--- config.mk ---
export PLATFORM = sky130hd
export DESIGN_NAME = alu_pipe
export DESIGN_NICKNAME = d
export VERILOG_FILES = /design/src/rtl/alu_pipe.sv
export SDC_FILE = /design/constraint.sdc
export NUM_CORES = 1
export LEC_CHECK = 0
export BUFFER_PORTS_ARGS = -buffer_cell sky130_fd_sc_hd__clkbuf_2
export CORE_ASPECT_RATIO = 1.1
export CORE_MARGIN = 2
export CORE_UTILIZATION = 60
export CTS_BUF_LIST = sky130_fd_sc_hd__clkbuf_4 sky130_fd_sc_hd__clkbuf_8
export DETAILED_ROUTE_END_ITERATION = 12
export HOLD_SLACK_MARGIN = 0.15
export PLACE_DENSITY_LB_ADDON = 0.25
export REMOVE_ABC_BUFFERS = 1
export SYNTH_ARGS = -nofsm -noshare
export SYNTH_HDL_FRONTEND = slang
export SYNTH_SLANG_ARGS = --single-unit
--- constraint.sdc ---
create_clock -name clk_in -period 14.3 [get_ports clk_in]
set_input_delay 2.86 -clock clk_in [delete_from_list [all_inputs] [get_ports clk_in]]
set_output_delay 2.86 -clock clk_in [all_outputs]
set_load 0.05 [all_outputs]
--- src/rtl/alu_pipe.sv ---
// -----------------------------------------------------------------------------
// alu_pipe -- pipelined RV32I/RV64I integer ALU feeding the common data bus.
//
// Accepts one issued op per cycle (valid/ready), computes every integer,
// branch, jump and upper-immediate op, and queues results in a small
// in-order output FIFO until the CDB arbiter grants. A ROB flush empties
// both the pipeline and the FIFO.
//
// Parameters:
//   XLEN      datapath width (32 or 64)
//   TAG_W     ROB tag width
//   STAGES    compute latency, 1 or 2 (2 adds a register between
//             decode/compare and the result mux)
//   OUT_DEPTH output FIFO entries (>= 1)
//
// Ports:
//   clk_in, rst_in (synchronous, active-high), rdy_in (low freezes all state),
//   flush (ROB mispredict)
//   in_valid/in_ready issue handshake; in_opcode, in_funct3, in_funct7b5,
//   in_vj, in_vk, in_imm, in_pc, in_tag describe the op
//   cdb_valid/cdb_grant head handshake; cdb_tag, cdb_result, cdb_jump,
//   cdb_pc_out describe the head entry (all zero while the FIFO is empty)
//
// Optional feature (macro ALU_PERF_CNT_EN): saturating 32-bit counters
//   perf_ops (accepts), perf_taken (pops with jump=1),
//   perf_stall (cycles with in_valid && !in_ready && rdy_in).
// -----------------------------------------------------------------------------
module alu_pipe #(
  parameter int XLEN      = 32,
  parameter int TAG_W     = 4,
  parameter int STAGES    = 2,
  parameter int OUT_DEPTH = 2
) (
  input  logic             clk_in,
  input  logic             rst_in,
  input  logic             rdy_in,
  input  logic             flush,
  input  logic             in_valid,
  output logic             in_ready,
  input  logic [6:0]       in_opcode,
  input  logic [2:0]       in_funct3,
  input  logic             in_funct7b5,
  input  logic [XLEN-1:0]  in_vj,
  input  logic [XLEN-1:0]  in_vk,
  input  logic [XLEN-1:0]  in_imm,
  input  logic [XLEN-1:0]  in_pc,
  input  logic [TAG_W-1:0] in_tag,
  output logic             cdb_valid,
  input  logic             cdb_grant,
  output logic [TAG_W-1:0] cdb_tag,
  output logic [XLEN-1:0]  cdb_result,
  output logic             cdb_jump,
  output logic [XLEN-1:0]  cdb_pc_out
`ifdef ALU_PERF_CNT_EN
  ,
  output logic [31:0]      perf_ops,
  output logic [31:0]      perf_taken,
  output logic [31:0]      perf_stall
`endif
);

  localparam int SHW   = $clog2(XLEN);
  localparam int PTR_W = (OUT_DEPTH > 1) ? $clog2(OUT_DEPTH) : 1;
  localparam int CNT_W = $clog2(OUT_DEPTH + 1);
  localparam int CRD_W = CNT_W + 1;

  localparam logic [6:0] OPC_OP     = 7'b0110011;
  localparam logic [6:0] OPC_OPIMM  = 7'b0010011;
  localparam logic [6:0] OPC_LUI    = 7'b0110111;
  localparam logic [6:0] OPC_AUIPC  = 7'b0010111;
  localparam logic [6:0] OPC_JAL    = 7'b1101111;
  localparam logic [6:0] OPC_JALR   = 7'b1100111;
  localparam logic [6:0] OPC_BRANCH = 7'b1100011;

  // Result source selected in the second half of the pipe.
  localparam logic [1:0] K_ZERO  = 2'd0;  // branches and undefined ops
  localparam logic [1:0] K_ALU   = 2'd1;
  localparam logic [1:0] K_UPPER = 2'd2;  // LUI / AUIPC
  localparam logic [1:0] K_LINK  = 2'd3;  // JAL / JALR return address

  typedef struct packed {
    logic [1:0]       kind;
    logic [2:0]       funct3;
    logic             alt;     // SUB for OP add, arithmetic for right shifts
    logic [XLEN-1:0]  a;
    logic [XLEN-1:0]  b;
    logic             lts;
    logic             ltu;
    logic             jump;
    logic [XLEN-1:0]  link;    // pc+4
    logic [XLEN-1:0]  tgt;     // control-transfer target
    logic [XLEN-1:0]  upper;   // LUI / AUIPC result
    logic [TAG_W-1:0] tag;
  } dec_t;

  typedef struct packed {
    logic [TAG_W-1:0] tag;
    logic [XLEN-1:0]  result;
    logic             jump;
    logic [XLEN-1:0]  pc_out;
  } ent_t;

  function automatic logic [PTR_W-1:0] ptr_inc(input logic [PTR_W-1:0] p);
    return (p == PTR_W'(OUT_DEPTH - 1)) ? {PTR_W{1'b0}} : p + PTR_W'(1'b1);
  endfunction

  // ---------------------------------------------------------------------------
  // Issue handshake and credit
  // ---------------------------------------------------------------------------
  logic             accept_s;
  logic             inflight_s;
  logic [CRD_W-1:0] credit_used_s;
  logic [CNT_W-1:0] count_q, count_d;
  logic [PTR_W-1:0] wr_ptr_q, wr_ptr_d, rd_ptr_q, rd_ptr_d;

  // Credit covers both queued entries and ops still in the pipe, so a push
  // never finds the FIFO full even without a same-cycle pop.
  assign credit_used_s = CRD_W'(count_q) + CRD_W'(inflight_s);
  assign in_ready      = !rst_in && rdy_in && (credit_used_s < CRD_W'(OUT_DEPTH));
  assign accept_s      = in_valid && in_ready && !flush;

  // ---------------------------------------------------------------------------
  // Decode / compare
  // ---------------------------------------------------------------------------
  logic [XLEN-1:0] opb_s, pc_imm_s, pc4_s, jalr_sum_s;
  logic            cmp_lts_s, cmp_ltu_s, cmp_eq_s, br_taken_s;
  dec_t            dec_s;

  // Register-register ops and branches compare rs1 with rs2, the rest with imm.
  assign opb_s      = ((in_opcode == OPC_OP) || (in_opcode == OPC_BRANCH)) ? in_vk : in_imm;
  assign pc_imm_s   = in_pc + in_imm;
  assign pc4_s      = in_pc + {{(XLEN-3){1'b0}}, 3'b100};
  assign jalr_sum_s = in_vj + in_imm;
  assign cmp_lts_s  = $signed(in_vj) < $signed(opb_s);
  assign cmp_ltu_s  = in_vj < opb_s;
  assign cmp_eq_s   = in_vj == opb_s;

  // Branch outcome by funct3; reserved encodings never take.
  always_comb begin
    case (in_funct3)
      3'b000:  br_taken_s = cmp_eq_s;
      3'b001:  br_taken_s = !cmp_eq_s;
      3'b100:  br_taken_s = cmp_lts_s;
      3'b101:  br_taken_s = !cmp_lts_s;
      3'b110:  br_taken_s = cmp_ltu_s;
      3'b111:  br_taken_s = !cmp_ltu_s;
      default: br_taken_s = 1'b0;
    endcase
  end

  // Classify the op and precompute targets; unknown opcodes fall to K_ZERO.
  always_comb begin
    dec_s        = '0;
    dec_s.funct3 = in_funct3;
    dec_s.a      = in_vj;
    dec_s.b      = opb_s;
    dec_s.lts    = cmp_lts_s;
    dec_s.ltu    = cmp_ltu_s;
    dec_s.link   = pc4_s;
    dec_s.tag    = in_tag;
    case (in_opcode)
      OPC_OP: begin
        dec_s.kind = K_ALU;
        dec_s.alt  = in_funct7b5;
      end
      OPC_OPIMM: begin
        dec_s.kind = K_ALU;
        // instr[30] is an immediate bit for ADDI; only SRAI uses it as a select.
        dec_s.alt  = (in_funct3 == 3'b101) ? in_funct7b5 : 1'b0;
      end
      OPC_LUI: begin
        dec_s.kind  = K_UPPER;
        dec_s.upper = in_imm;
      end
      OPC_AUIPC: begin
        dec_s.kind  = K_UPPER;
        dec_s.upper = pc_imm_s;
      end
      OPC_JAL: begin
        dec_s.kind = K_LINK;
        dec_s.jump = 1'b1;
        dec_s.tgt  = pc_imm_s;
      end
      OPC_JALR: begin
        if (in_funct3 == 3'b000) begin
          dec_s.kind = K_LINK;
          dec_s.jump = 1'b1;
          dec_s.tgt  = {jalr_sum_s[XLEN-1:1], 1'b0};
        end else begin
          dec_s.kind = K_ZERO;
        end
      end
      OPC_BRANCH: begin
        dec_s.kind = K_ZERO;
        dec_s.jump = br_taken_s;
        dec_s.tgt  = pc_imm_s;
      end
      default: begin
        dec_s.kind = K_ZERO;
      end
    endcase
  end

  // ---------------------------------------------------------------------------
  // Optional pipeline register
  // ---------------------------------------------------------------------------
  dec_t dec_b_s;
  logic vld_b_s;

  generate
    if (STAGES >= 2) begin : g_two_stage
      dec_t stage_q;
      logic stage_vld_q;

      // Decode/compare register; emptied by flush, held while rdy_in is low.
      always_ff @(posedge clk_in) begin
        if (rst_in) begin
          stage_vld_q <= 1'b0;
          stage_q     <= '0;
        end else if (rdy_in) begin
          stage_vld_q <= accept_s;
          if (accept_s) begin
            stage_q <= dec_s;
          end else begin
            stage_q <= stage_q;
          end
        end else begin
          stage_vld_q <= stage_vld_q;
          stage_q     <= stage_q;
        end
      end

      assign dec_b_s    = stage_q;
      assign vld_b_s    = stage_vld_q;
      assign inflight_s = stage_vld_q;
    end else begin : g_one_stage
      assign dec_b_s    = dec_s;
      assign vld_b_s    = accept_s;
      assign inflight_s = 1'b0;
    end
  endgenerate

  // ---------------------------------------------------------------------------
  // Result mux
  // ---------------------------------------------------------------------------
  logic [SHW-1:0]  shamt_s;
  logic [XLEN-1:0] sll_s, srl_s, sra_s, alu_s;
  ent_t            ent_s;

  assign shamt_s = dec_b_s.b[SHW-1:0];
  assign sll_s   = dec_b_s.a << shamt_s;
  assign srl_s   = dec_b_s.a >> shamt_s;
  // Kept in its own assignment so the signed context is not lost in a mux.
  assign sra_s   = $signed(dec_b_s.a) >>> shamt_s;

  // Integer op select.
  always_comb begin
    case (dec_b_s.funct3)
      3'b000:  alu_s = dec_b_s.alt ? (dec_b_s.a - dec_b_s.b) : (dec_b_s.a + dec_b_s.b);
      3'b001:  alu_s = sll_s;
      3'b010:  alu_s = {{(XLEN-1){1'b0}}, dec_b_s.lts};
      3'b011:  alu_s = {{(XLEN-1){1'b0}}, dec_b_s.ltu};
      3'b100:  alu_s = dec_b_s.a ^ dec_b_s.b;
      3'b101:  alu_s = dec_b_s.alt ? sra_s : srl_s;
      3'b110:  alu_s = dec_b_s.a | dec_b_s.b;
      3'b111:  alu_s = dec_b_s.a & dec_b_s.b;
      default: alu_s = {XLEN{1'b0}};
    endcase
  end

  // Assemble the FIFO entry.
  always_comb begin
    ent_s        = '0;
    ent_s.tag    = dec_b_s.tag;
    ent_s.jump   = dec_b_s.jump;
    ent_s.pc_out = dec_b_s.jump ? dec_b_s.tgt : dec_b_s.link;
    case (dec_b_s.kind)
      K_ALU:   ent_s.result = alu_s;
      K_UPPER: ent_s.result = dec_b_s.upper;
      K_LINK:  ent_s.result = dec_b_s.link;
      default: ent_s.result = {XLEN{1'b0}};
    endcase
  end

  // ---------------------------------------------------------------------------
  // Output FIFO
  // ---------------------------------------------------------------------------
  ent_t mem_q [OUT_DEPTH];
  ent_t head_s;
  logic push_s, pop_s;

  assign head_s    = mem_q[rd_ptr_q];
  assign cdb_valid = (count_q != {CNT_W{1'b0}});
  // Flush wins over both the push from the pipe and a grant.
  assign push_s    = vld_b_s && rdy_in && !flush;
  assign pop_s     = cdb_grant && rdy_in && !flush && cdb_valid;

  // Next-state for FIFO pointers and occupancy.
  always_comb begin
    wr_ptr_d = wr_ptr_q;
    rd_ptr_d = rd_ptr_q;
    count_d  = count_q;
    if (rdy_in && flush) begin
      wr_ptr_d = {PTR_W{1'b0}};
      rd_ptr_d = {PTR_W{1'b0}};
      count_d  = {CNT_W{1'b0}};
    end else begin
      wr_ptr_d = push_s ? ptr_inc(wr_ptr_q) : wr_ptr_q;
      rd_ptr_d = pop_s  ? ptr_inc(rd_ptr_q) : rd_ptr_q;
      case ({push_s, pop_s})
        2'b10:   count_d = count_q + CNT_W'(1'b1);
        2'b01:   count_d = count_q - CNT_W'(1'b1);
        default: count_d = count_q;
      endcase
    end
  end

  // FIFO control registers.
  always_ff @(posedge clk_in) begin
    if (rst_in) begin
      wr_ptr_q <= {PTR_W{1'b0}};
      rd_ptr_q <= {PTR_W{1'b0}};
      count_q  <= {CNT_W{1'b0}};
    end else begin
      wr_ptr_q <= wr_ptr_d;
      rd_ptr_q <= rd_ptr_d;
      count_q  <= count_d;
    end
  end

  // FIFO storage; contents are don't-care while the slot is unoccupied.
  always_ff @(posedge clk_in) begin
    if (!rst_in && push_s) begin
      mem_q[wr_ptr_q] <= ent_s;
    end
  end

  // Head entry presented only while valid so an empty FIFO drives zeros.
  assign cdb_tag    = cdb_valid ? head_s.tag    : {TAG_W{1'b0}};
  assign cdb_result = cdb_valid ? head_s.result : {XLEN{1'b0}};
  assign cdb_jump   = cdb_valid ? head_s.jump   : 1'b0;
  assign cdb_pc_out = cdb_valid ? head_s.pc_out : {XLEN{1'b0}};

`ifdef ALU_PERF_CNT_EN
  // ---------------------------------------------------------------------------
  // Performance counters
  // ---------------------------------------------------------------------------
  function automatic logic [31:0] sat_inc(input logic [31:0] c);
    return (c == 32'hFFFF_FFFF) ? c : c + 32'd1;
  endfunction

  logic [31:0] perf_ops_q, perf_taken_q, perf_stall_q;
  logic        stall_s;

  assign stall_s = in_valid && !in_ready && rdy_in;

  // Saturating event counters; survive flush, freeze with rdy_in.
  always_ff @(posedge clk_in) begin
    if (rst_in) begin
      perf_ops_q   <= 32'd0;
      perf_taken_q <= 32'd0;
      perf_stall_q <= 32'd0;
    end else if (rdy_in) begin
      perf_ops_q   <= accept_s ? sat_inc(perf_ops_q) : perf_ops_q;
      perf_taken_q <= (pop_s && head_s.jump) ? sat_inc(perf_taken_q) : perf_taken_q;
      perf_stall_q <= stall_s ? sat_inc(perf_stall_q) : perf_stall_q;
    end else begin
      perf_ops_q   <= perf_ops_q;
      perf_taken_q <= perf_taken_q;
      perf_stall_q <= perf_stall_q;
    end
  end

  assign perf_ops   = perf_ops_q;
  assign perf_taken = perf_taken_q;
  assign perf_stall = perf_stall_q;
`endif

endmodule

---- Word level (Yosys, flattened, before mapping) ----
Memory sizes are Yosys's and may differ from the RTL's. A register that Yosys moved wholly into a read port is not among the register bits.
Index checks and enable logic that the tools add are counted.
storage, ports and cells
  latch bits .............................. 0
  output and inout port bits .............. 71
  memory bits (writable) .................. 138
  bits of input ports ..................... 149
  memories kept ........................... 1
  register bits after elaboration ......... 178
  ROM bits ................................ 0
cells by class
  muxes and demuxes ....................... 27
  bitwise gates (word level) .............. 3
  shift operators ......................... 3
  reduce and logical (&&, ||, !) cells .... 26
  magnitude comparators ................... 3
  divide/modulo/power cells ............... 0
  add/sub/neg operators ................... 10
  equality and inequality tests ........... 25
  $mul .................................... 0
memory list
  name   words  bits a word  read ports  clocked after memory_dff  wr ports  line  RTL
  mem_q  2      69           1           1                         1         288   ent_t mem_q [OUT_DEPTH];
operators by type and width
  cell                                                  number
  one-hot mux 32 bit (8 select lines)                   1
  2-to-1 mux 32 bit                                     7
  one-hot mux 32 bit (2 select lines)                   2
  adder 32 bit                                          3
  one-hot mux 32 bit (3 select lines)                   1
  < comparator 32 bit                                   2
  adder 32 x 3 -> 32 bit (second input constant)        1
  AND 32 bit                                            1
  equality test 32 bit                                  1
  OR 32 bit                                             1
  << shifter 32 x 5 -> 32 bit                           1
  right shift 32 x 5 -> 32 bit                          1
  >>> shifter 32 x 5 -> 32 bit                          1
  subtractor 32 bit                                     1
  bitwise XOR 32 bit                                    1
  equality test 3 bit (second input constant)           8
  equality test 7 bit (second input constant)           3
  equality test 7 x 5 -> 1 bit (second input constant)  2
  equality test 7 x 6 -> 1 bit (second input constant)  2
  logical AND 1 bit                                     11
  2-to-1 mux 1 bit                                      9
  one-hot mux 2 bit (4 select lines)                    1
  OR reduction 2 bit                                    4
  equality test 2 bit (second input constant)           3
  other kinds (19)                                      29

---- Logic depth before layout (Yosys ltp) ----
Gate-level depths: netlist (run 1).
  depth in word-level cells ............... 7
  gate-level depth with buffers ........... 21

---- Least setup slack after synthesis (run 1) ----
Ideal clock, no wire load.
  kind .................................... in2reg
  from .................................... in rst_in
  to ...................................... mem mem_q[1][0] in the netlist's numbering, enable pin
  slack ................................... 5.362 ns
  arrival time ............................ 8.342 ns
  buffers on the path ..................... 2
  required time ........................... 13.705 ns
  stages .................................. 3
  library setup time ...................... 0.595 ns
  cell sequence ........................... clkbuf_1 -> clkbuf_1 -> nor3b_1
between the ends
  cells in the longest elaborated chain, start to end .. 4
ends and longest elaborated chain
  item                                    line  RTL
  start, declared                         35    input logic rst_in,
  logical NOT 1 bit                       333   if (!rst_in && push_s) begin
  logical AND 1 bit                       333
  2-to-1 mux 1 bit                        333
  2-to-1 mux 1 bit (implied by the code)  334   mem_q[wr_ptr_q] <= ent_s;
  end, declared                           288
Every way passes these cells.

---- Worst setup path in the final report (run 1) ----
  from .................................... in rst_in
  to ...................................... out in_ready
between the ends
  cells in the longest elaborated chain, start to end .. 3
ends and longest elaborated chain
  item                            line  RTL
  logical NOT 1 bit               119   assign in_ready = !rst_in && rdy_in && (credit_used_s < CRD_W'(OUT_DEPTH));
  logical AND 1 bit (2 in a row)  119
  end, declared                   39    output logic in_ready,
Every way passes these cells.

==> results.txt, run 1 <==
The layout has 3,484 filler cells. IR analysis of the VDD net gives a maximum drop of 108 µV. The min-delay analysis places its worst path in the category reg -> reg.

Power density over the cells: 82.9 mW/mm². Area of the multi-input gates: 0.0165 mm². The number of remaining DRC errors is 0, and the total design power is 2.31 mW. Delay of the slowest critical-path stage: 0.36 ns. For the initial antenna violation count, the log shows 4. Dividing the detail-routed wire length by the instance count gives 25.3 µm. In this run the mean area of a mapped cell was 8.68 µm². Along the worst path, the maximum fanout reaches 36. STA puts the critical path data arrival time at 4.07 ns. In this run the worst setup path terminates at in_ready. The flow ran to the end, and the final reports show no timing, DRC or antenna violations. The maximum number of pins on one net before global-route repair was 76; the initial cell density of the core was 61.1%. The routed design has 92,400 µm of wire. TritonCTS built the clock tree. The tools report the capture instance of the worst register-to-register path as mem_q[0][60]. The share of cells above drive strength 1 came out at 16.1%. The worst setup path is captured at an output pin. Die area: 0.0438 mm². The largest total area in the synthesized netlist belongs to edfxtp_1.

The portion of the clock cycle consumed by the worst path in the final layout was 48.4%; the number of H-tree branching levels was 2. For the final database, setup skew stands at 0.0516 ns. In the final layout, flip-flops and latches occupy 0.00774 mm². In this run the horizontal extent of the chip is 200 µm. At the pin with the least slew margin, the transition time is 1.21 ns. The most used flip-flop cell after synthesis is dfxtp_1. For this design, the slowest cell found on the critical path is clkbuf_2. For the final routed database, the setup TNS stands at 0 ns. The detailed-route via count was 24.6k. The worst reg2reg path depth came out at 16. The congestion estimate from routability-driven global placement came to 1.04. Number of global-route vias before repair: 23.9k. For flop-to-flop paths, the worst setup slack is 8.23 ns. The share of synthesized area in the top cell type comes to 16.4%. The via count normalized by instance count was 6.75. The first detailed-routing pass took 7 iterations. For the worst setup path, the data required time is 11.44 ns.

Launching element of the worst setup path: rst_in. Setup violations remaining at the end of the flow were counted as 0. The fmax was 144 MHz; the clock-pin slew of the registers on the worst-case setup and hold paths was 0.06 ns. For this run, the total global-route usage over all layers was measured as 42.0%.

Across the run, the number of max-cap violations was 0. STA classifies the critical path startpoint as an input port. The worst register-to-register path begins at dec_b_s[103].

The residual antenna-violating net count after detailed routing was 0. The cell chosen for the clock root was clkbuf_8. The remaining max-slew budget at the tightest pin is 18.9%, and the maximum clock insertion buffer count is 3. Walking the worst path, the cells encountered are buf_4 -> nor2_1 -> nand2_1 -> a21oi_1 -> clkbuf_2. The hold violation total from the final report was 0; the leakage power figure was 11.0 nW. In this run, synthesis inferred 138 flip-flops with an integrated enable. The total number of nets in the final design came out at 3,384. The tools report the final count of pins violating max slew as 0. In the post-synthesis netlist, the biggest area contributors are edfxtp_1, dfxtp_1, ha_1. The logs give 30.6% for the share of synthesized area occupied by flip-flops and latches and 0.0414 mm² for the core footprint.

The tools report the cell row count as 78. The HPWL after detailed placement is 69,000 µm, and the area growth from synthesis to final layout is 10.1%. For the number of different library cells in the post-synthesis netlist, the log shows 91.

For the post-cts gate resize count, the log shows 0. For the finished layout, the period the worst path requires is 6.93 ns. The first routing iteration left 2,714 violations. The setup path with the least slack is of type in -> out. The number of flip-flops and latches in the synthesized netlist is 317.

The fraction of registers with async set or reset after synthesis is 0%, and the clock sink total is 317. For the worst-skew pair, the clock arrives at the later sink with an insertion delay of 0.66 ns. Setup repair after global routing left no endpoint under its margin. The count of buffers added on input and output ports is 219. The summed instance area of the synthesized netlist is 0.0253 mm². The hold buffer count at CTS was 0. The synthesis warning total was 0; the die outline height was 219 µm. In this run, CTS created clock tree buffers numbering 51. The number of setup buffers added after CTS is 0.

The global route total overflow was 0; the top-level I/O count was 220. The first global-routing pass estimated 139,000 µm of wire. Synthesis handed over a netlist of 2,910 instances.
==> report_power, final <==
| group | switching [mW] | total (mW) | internal [mW] |
|---|---|---|---|
| sequential | 0.0120 | 0.957 | 0.945 |
| clock | 0.376 | 0.856 | 0.480 |
| combinational | 0.300 | 0.493 | 0.193 |
| total | 0.689 | 2.31 | 1.62 |
==> placed cells by master (no fill, tap or decap), drive strengths merged, types with 13 or more instances in the layout <==
master / n
mux4: 61
and3: 21
or3: 16
nor3: 54
a221oi: 17
edfxtp: 138
a21oi: 234
buf: 37
xor2: 54
nand2b: 15
a22oi: 31
nand2: 252
mux2i: 166
o21a: 21
clkinv: 15
a211oi: 91
ha: 192
o22ai: 34
nor2: 394
a21o: 58
o31ai: 13
clkbuf: 297
inv: 94
o21ai: 177
a31oi: 26
o211ai: 21
o221ai: 16
dfxtp: 179
xnor2: 78
mux2: 40
and2: 15
nand3: 39
==> worst min-delay path by stage <==
| stage | slack [ns] | startpoint | cells past startpoint | endpoint |
|---|---|---|---|---|
| floorplan | 0.42 | dec_b_s[50] | 2 | dec_b_s[50] |
| global placement | 0.43 | dec_b_s[2] | 0 | mem_q[0][67] |
| detailed placement | 0.45 | dec_b_s[36] | 2 | dec_b_s[36] |
| CTS | 0.45 | dec_b_s[36] | 2 | dec_b_s[36] |
| global route | 0.47 | dec_b_s[1] | 0 | mem_q[1][66] |
| finish | 0.45 | dec_b_s[36] | 2 | dec_b_s[36] |
==> per-stage QoR <==
stage               util (%)  cell area [µm²]  hold slack, ns  worst slack, ns  instances
floorplan                  -            24600           0.420             5.34       2732
global placement        64.5            26700           0.435             7.46       3547
detailed placement      64.5            26700           0.446             7.42       3547
CTS                     67.2            27800           0.453             7.41       3643
global route            67.2            27800           0.474             7.35       3646
finish                  67.2            27800           0.454             7.37       3647
==> metal layers <==
layer / vias to the layer above / global-route usage, % / routed length (µm) / part of all wire (%)
met5: - / 0 / 0 / 0
met4: 0 / 24.5 / 6060 / 6.6
met3: 369 / 7.56 / 9620 / 10
met2: 1504 / 65.8 / 41300 / 45
met1: 11700 / 54.4 / 35400 / 38
li1: 11100 / - / - / -
==> cell usage after synthesis, drive strengths merged (58+ instances only) <==
library cell,instances
xnor2,78
a21oi,234
mux2i,166
dfxtp,179
edfxtp,138
inv,92
a211oi,91
clkbuf,143
a21o,58
mux4,61
nor2,394
o21ai,177
nand2,252
ha,192
==> layout make-up <==
type	instances	area share, %
Antenna cell	4	0.0360
Clock buffer	79	3.44
Clock inverter	17	0.567
Inverter	96	1.29
Multi-Input combinational cell	2319	59.4
Sequential cell	317	27.8
Tap cell	560	2.52
Timing Repair Buffer	255	4.92
==> flip-flops by register name, summed over array words and instances, names as in the netlist, named ones only <==
register,flops
rd_ptr_q,1
g_two_stage.stage_vld_q,1
count_q,2
wr_ptr_q,1
dec_b_s,173
mem_q,138
==> worst max-delay path, delay by kind of cell <==
family / cells / cell delay (ns)
compound gates: 1 / 0.34
buf+inv: 2 / 0.59
simple gates: 2 / 0.23
==> cell families after synthesis <==
logic type	Yosys count	synth area share, %
buffers and inverters	274	4.14
DFF	317	30.6
AOI/OAI and AO/OA	855	22.2
xor gates and xnor gates	132	4.58
adders and majority gates	195	9.75
muxes	267	13.8
and+or+nand+nor	870	15.0
(Power assumes the default switching activity.)
==> run 2: changes to the inputs <==
- ABC_AREA: unset -> 1
- clock period: 14.3 -> 7.1 ns (I/O delays scaled with it)
==> results.txt, run 2 <==
The run finished with clean final reports. For the endpoint required time on the critical path, the log shows 7.49 ns (-3.95 ns). The leading cell type by number of instances after synthesis is nand2_1. The clock period could shrink to 4.59 ns. For the buffers inserted during post-CTS setup optimization, the log shows 0 (unchanged). The maximum number of pins on one net before global-route repair was 88 (+16%); the number of different library cells in the post-synthesis netlist was 69 (-24%). The number of enable-type register cells in the synthesized netlist works out to 138 (unchanged).

The run gives 0.0289 mm² (+3.7%) as the final standard cell area without fillers. The share of cells above drive strength 1 came out at 11.3% (-4.8 points). The top-level I/O count was 220 (unchanged); the portion of the clock cycle consumed by the worst path in the final layout was 64.6%. The slowest stage of the critical path belongs to the cell nor2_4. The share of synthesized area occupied by flip-flops and latches came out at 29.3% (-1.3 points).

The path type of the worst min-delay path is reg -> reg. The run gives 0.00773 mm² (-0.15%) as the area taken by flip-flops and latches. The logs give 155,000 µm (+12%) for the global-route wire length before repair and 0 (unchanged) for the synthesis warning total. The buffers plus inverters on the worst setup path was 5 (+3); the average cell area after synthesis was 6.79 µm² (-22%). The fraction of the core area covered by cells at the end of the flow is 66.6% (-0.64 points). The area growth from synthesis to final layout works out to 9.52%. Number of CTS-inserted buffers: 54 (+5.9%). The clock-pin slew of the registers on the worst-case setup and hold paths was 0.07 ns (about the same). The fraction of synthesized cell area taken by the top area cell type works out to 15.7% (-0.68 points). The post-place instance area is 0.0277 mm² (+3.8%). The placed instance count was 4,535 (+28%). Insertion delay to the later sink of the worst-skew pair: 0.68 ns (+0.02 ns). The run gives 44.8% (+2.8 points) as the overall routing resource usage. The worst setup path is of the reg -> reg kind. The commonest cells after synthesis are nand2_1, a21oi_1, inv_1, o21ai_0, nor2_1. Capture instance of the worst register-to-register path: mem_q[0][57]. Measured slew at the worst slew-check pin: 1.19 ns (-0.0259 ns). The initial cell density of the core came out at 60.8% (-0.23 points). The die outline height is 224 µm (+2.1%). The final count of pins violating max slew came out at 0 (unchanged). In the post-synthesis netlist, the biggest area contributors are edfxtp_1, nand2_1, dfxtp_1. The number of remaining DRC errors was 0 (unchanged).

The HPWL after detailed placement is 79,200 µm (+15%). The launching element of the worst setup path is dec_b_s[106]. For the initial antenna violation count, the log shows 2 (-2). STA classifies the critical path endpoint as a register.

The detail-routed net length per standard cell was 22.6 µm (-11%); the residual antenna-violating net count after detailed routing was 0 (unchanged). The setup TNS was 0 ns (unchanged); the number of global-route vias before repair was 26.5k (+11%). The logs give 0.0163 mm² (-1.3%) for the area of the multi-input gates and 2 (unchanged) for the number of H-tree branching levels. The cell row count is 80 (+2.6%).

The hold buffer count at CTS was 0 (unchanged). The number of flip-flops and latches in the synthesized netlist is 317 (unchanged), and the clock sink total is 317 (unchanged). The fill cell total of the finished layout is 3,955 (+14%). The final cell count without fillers was 4,637 (+27%). The cell accounting for the most synthesized area is edfxtp_1. The top cell types in the final layout, fill and taps aside, are nand2_1, a21oi_1, inv_1.

The clock skew is 0.0365 ns (-0.0152 ns), and the core footprint is 0.0433 mm² (+4.7%). The die boundary width works out to 204 µm (+2.1%). The quantity of I/O buffers inserted on ports was 219 (unchanged); the leakage power figure was 13.2 nW (+20%). The run gives 3,819 (+41%) as the initial detailed-routing violation count. In this design, the largest share of critical-path delay is due to simple AND/OR/NAND/NOR gates. For the peak ir drop on the vdd network, the log shows 224 µV (+110%). The tools report the signal arrival time at the worst endpoint as 4.98 ns (+0.91 ns). The total routed wirelength came out at 105,000 µm (+13%). TritonCTS built the clock tree. Detailed-routing iteration count for the pre-antenna-repair pass: 8 (+1). The tools report the remaining max-slew budget at the tightest pin as 19.9% (+0.98 points). In this run the critical register-to-register path is launched from dec_b_s[106]. For this run, the leading register cell type out of synthesis is dfxtp_1. The root buffer cell chosen for the clock tree is clkbuf_8. The power density over the cells is 174 mW/mm² (+110%). Routability congestion estimate: 1.03 (-1.3%). The total design power was 5.02 mW (+120%). The count of endpoints failing setup in the final report was 0 (unchanged). The placement-stage worst setup slack was 2.56 ns (-4.86 ns). Setup repair after global routing left no endpoint under its margin. The worst setup path is launched from a register. The hold violation total from the final report is 0 (unchanged). The run gives 29.0k (+18%) as the detailed-route via count. The minimum hold slack came out at 0.465 ns (+0.0106 ns). The total number of nets in the final design was 4,361 (+29%); the maximum clock insertion buffer count was 3 (unchanged).

For the worst-case setup margin in the final layout, the log shows 2.51 ns (-4.86 ns). Most common cell after layout, fill and taps aside: nand2_1. For this run, the top clock speed supported by timing is 218 MHz. The fraction of registers with async set or reset after synthesis came out at 0% (unchanged). The number of standard cells after synthesis is 3,883 (+33%), and the worst reg2reg path depth is 22 (+6). In this design, the critical path's most frequently occurring cell is inv_1. The worst setup path endpoint is mem_q[0][57]. The delay of the slowest critical-path stage works out to 0.58 ns (+0.22 ns). The cell count along the critical path is 22 (+17). The largest fanout on the critical path was 28 (-22%); the post-cts gate resize count was 0 (unchanged). The run gives 0 (unchanged) as the global route total overflow.

Register-to-register path setup slack: 2.51 ns (-5.72 ns). The number of flip-flops in the largest register is 173 (unchanged). The die area is 0.0456 mm² (+4.3%), and the summed instance area of the synthesized netlist is 0.0264 mm² (+4.3%).

The signal on the critical path passes through buf_4 -> nor2_4 -> nand3_2 -> inv_2 -> nand3_2 -> nor3_4 -> nand4_2 -> o31ai_2 -> xor2_1 -> inv_1 -> ha_1 -> nand2_1 -> nor2_1 -> inv_1 -> nor2_1 -> nand4_1 -> nand3_1 -> nand2_1 -> inv_1 -> o21ai_0 -> nand3_1 -> o211ai_1. The max-cap violation count was 0 (unchanged); the via count normalized by instance count was 6.26 (-7.3%).
[run 2: changes by cell type after synthesis, sizes merged, moves of 45 or more]
cell    previous run  this run
mux2i            166        37
xnor2             78        22
nand3             39       201
mux4              61         0
a21oi            234       449
nand2            252      1042
a211oi            91        11
inv               92       395
buf               35        80
a21o              58        13
o21ai            177       439
nor2             394       217
[run 2: cell type report]
| cell class | instances | share of cell area, % |
|---|---|---|
| well taps | 574 | 2.49 |
| clock inverters | 24 | 0.693 |
| inverters | 402 | 5.25 |
| repair buffers | 262 | 4.96 |
| flip-flops and latches | 317 | 26.8 |
| diodes | 1 | 0.00867 |
| multi-input cells | 2980 | 56.5 |
| clock buffers | 77 | 3.32 |
[run 2: per-layer routing]
layer	routed length, µm	GRT usage, %
met3	13600	11.6
met4	6360	24.6
met5	16	0
met1	40500	59.1
met2	44100	66.9
[run 2: how the worst min path moves through the flow]
stage	end	start	depth (start not counted)	slack, ns
after floorplan	mem_q[0][65]	dec_b_s[0]	0	0.43
after global placement	mem_q[0][65]	dec_b_s[0]	0	0.43
after detailed placement	mem_q[1][67]	dec_b_s[2]	0	0.44
after CTS	mem_q[1][66]	dec_b_s[1]	0	0.46
after global routing	mem_q[1][68]	dec_b_s[3]	0	0.49
final	mem_q[0][68]	dec_b_s[3]	0	0.46
[run 2: cells by family (layout without fill, tap and decap cells)]
family	Yosys count	count (layout)	synth area share [%]
muxes	43	43	1.66
DFF	317	317	29.3
buffers and inverters	586	765	9.05
adders and majority gates	195	195	9.34
other	0	1	0
and+or+nand+nor	1593	1593	25.5
xor gates and xnor gates	88	88	2.92
AOI/OAI and AO/OA	1061	1061	22.2
[run 2: power by group]
part / internal, mW / total (mW) / switching (mW) / leakage (nW)
clock network: 0.959 / 1.79 / 0.836 / 0.619
registers: 1.92 / 1.95 / 0.0326 / 2.56
logic: 0.403 / 1.28 / 0.872 / 9.99
total: 3.28 / 5.02 / 1.74 / 13.2
[run 2: worst register-to-register path: stages (launching register included)]
cell,delay (ns)
dfxtp_1,0.29
buf_4,0.24
nor2_4,0.59
nand3_2,0.20
inv_2,0.14
nand3_2,0.10
nor3_4,0.17
nand4_2,0.17
o31ai_2,0.25
xor2_1,0.17
inv_1,0.06
ha_1,0.35
nand2_1,0.13
nor2_1,0.16
inv_1,0.08
nor2_1,0.19
nand4_1,0.18
nand3_1,0.19
nand2_1,0.07
inv_1,0.05
o21ai_0,0.06
nand3_1,0.26
o211ai_1,0.20
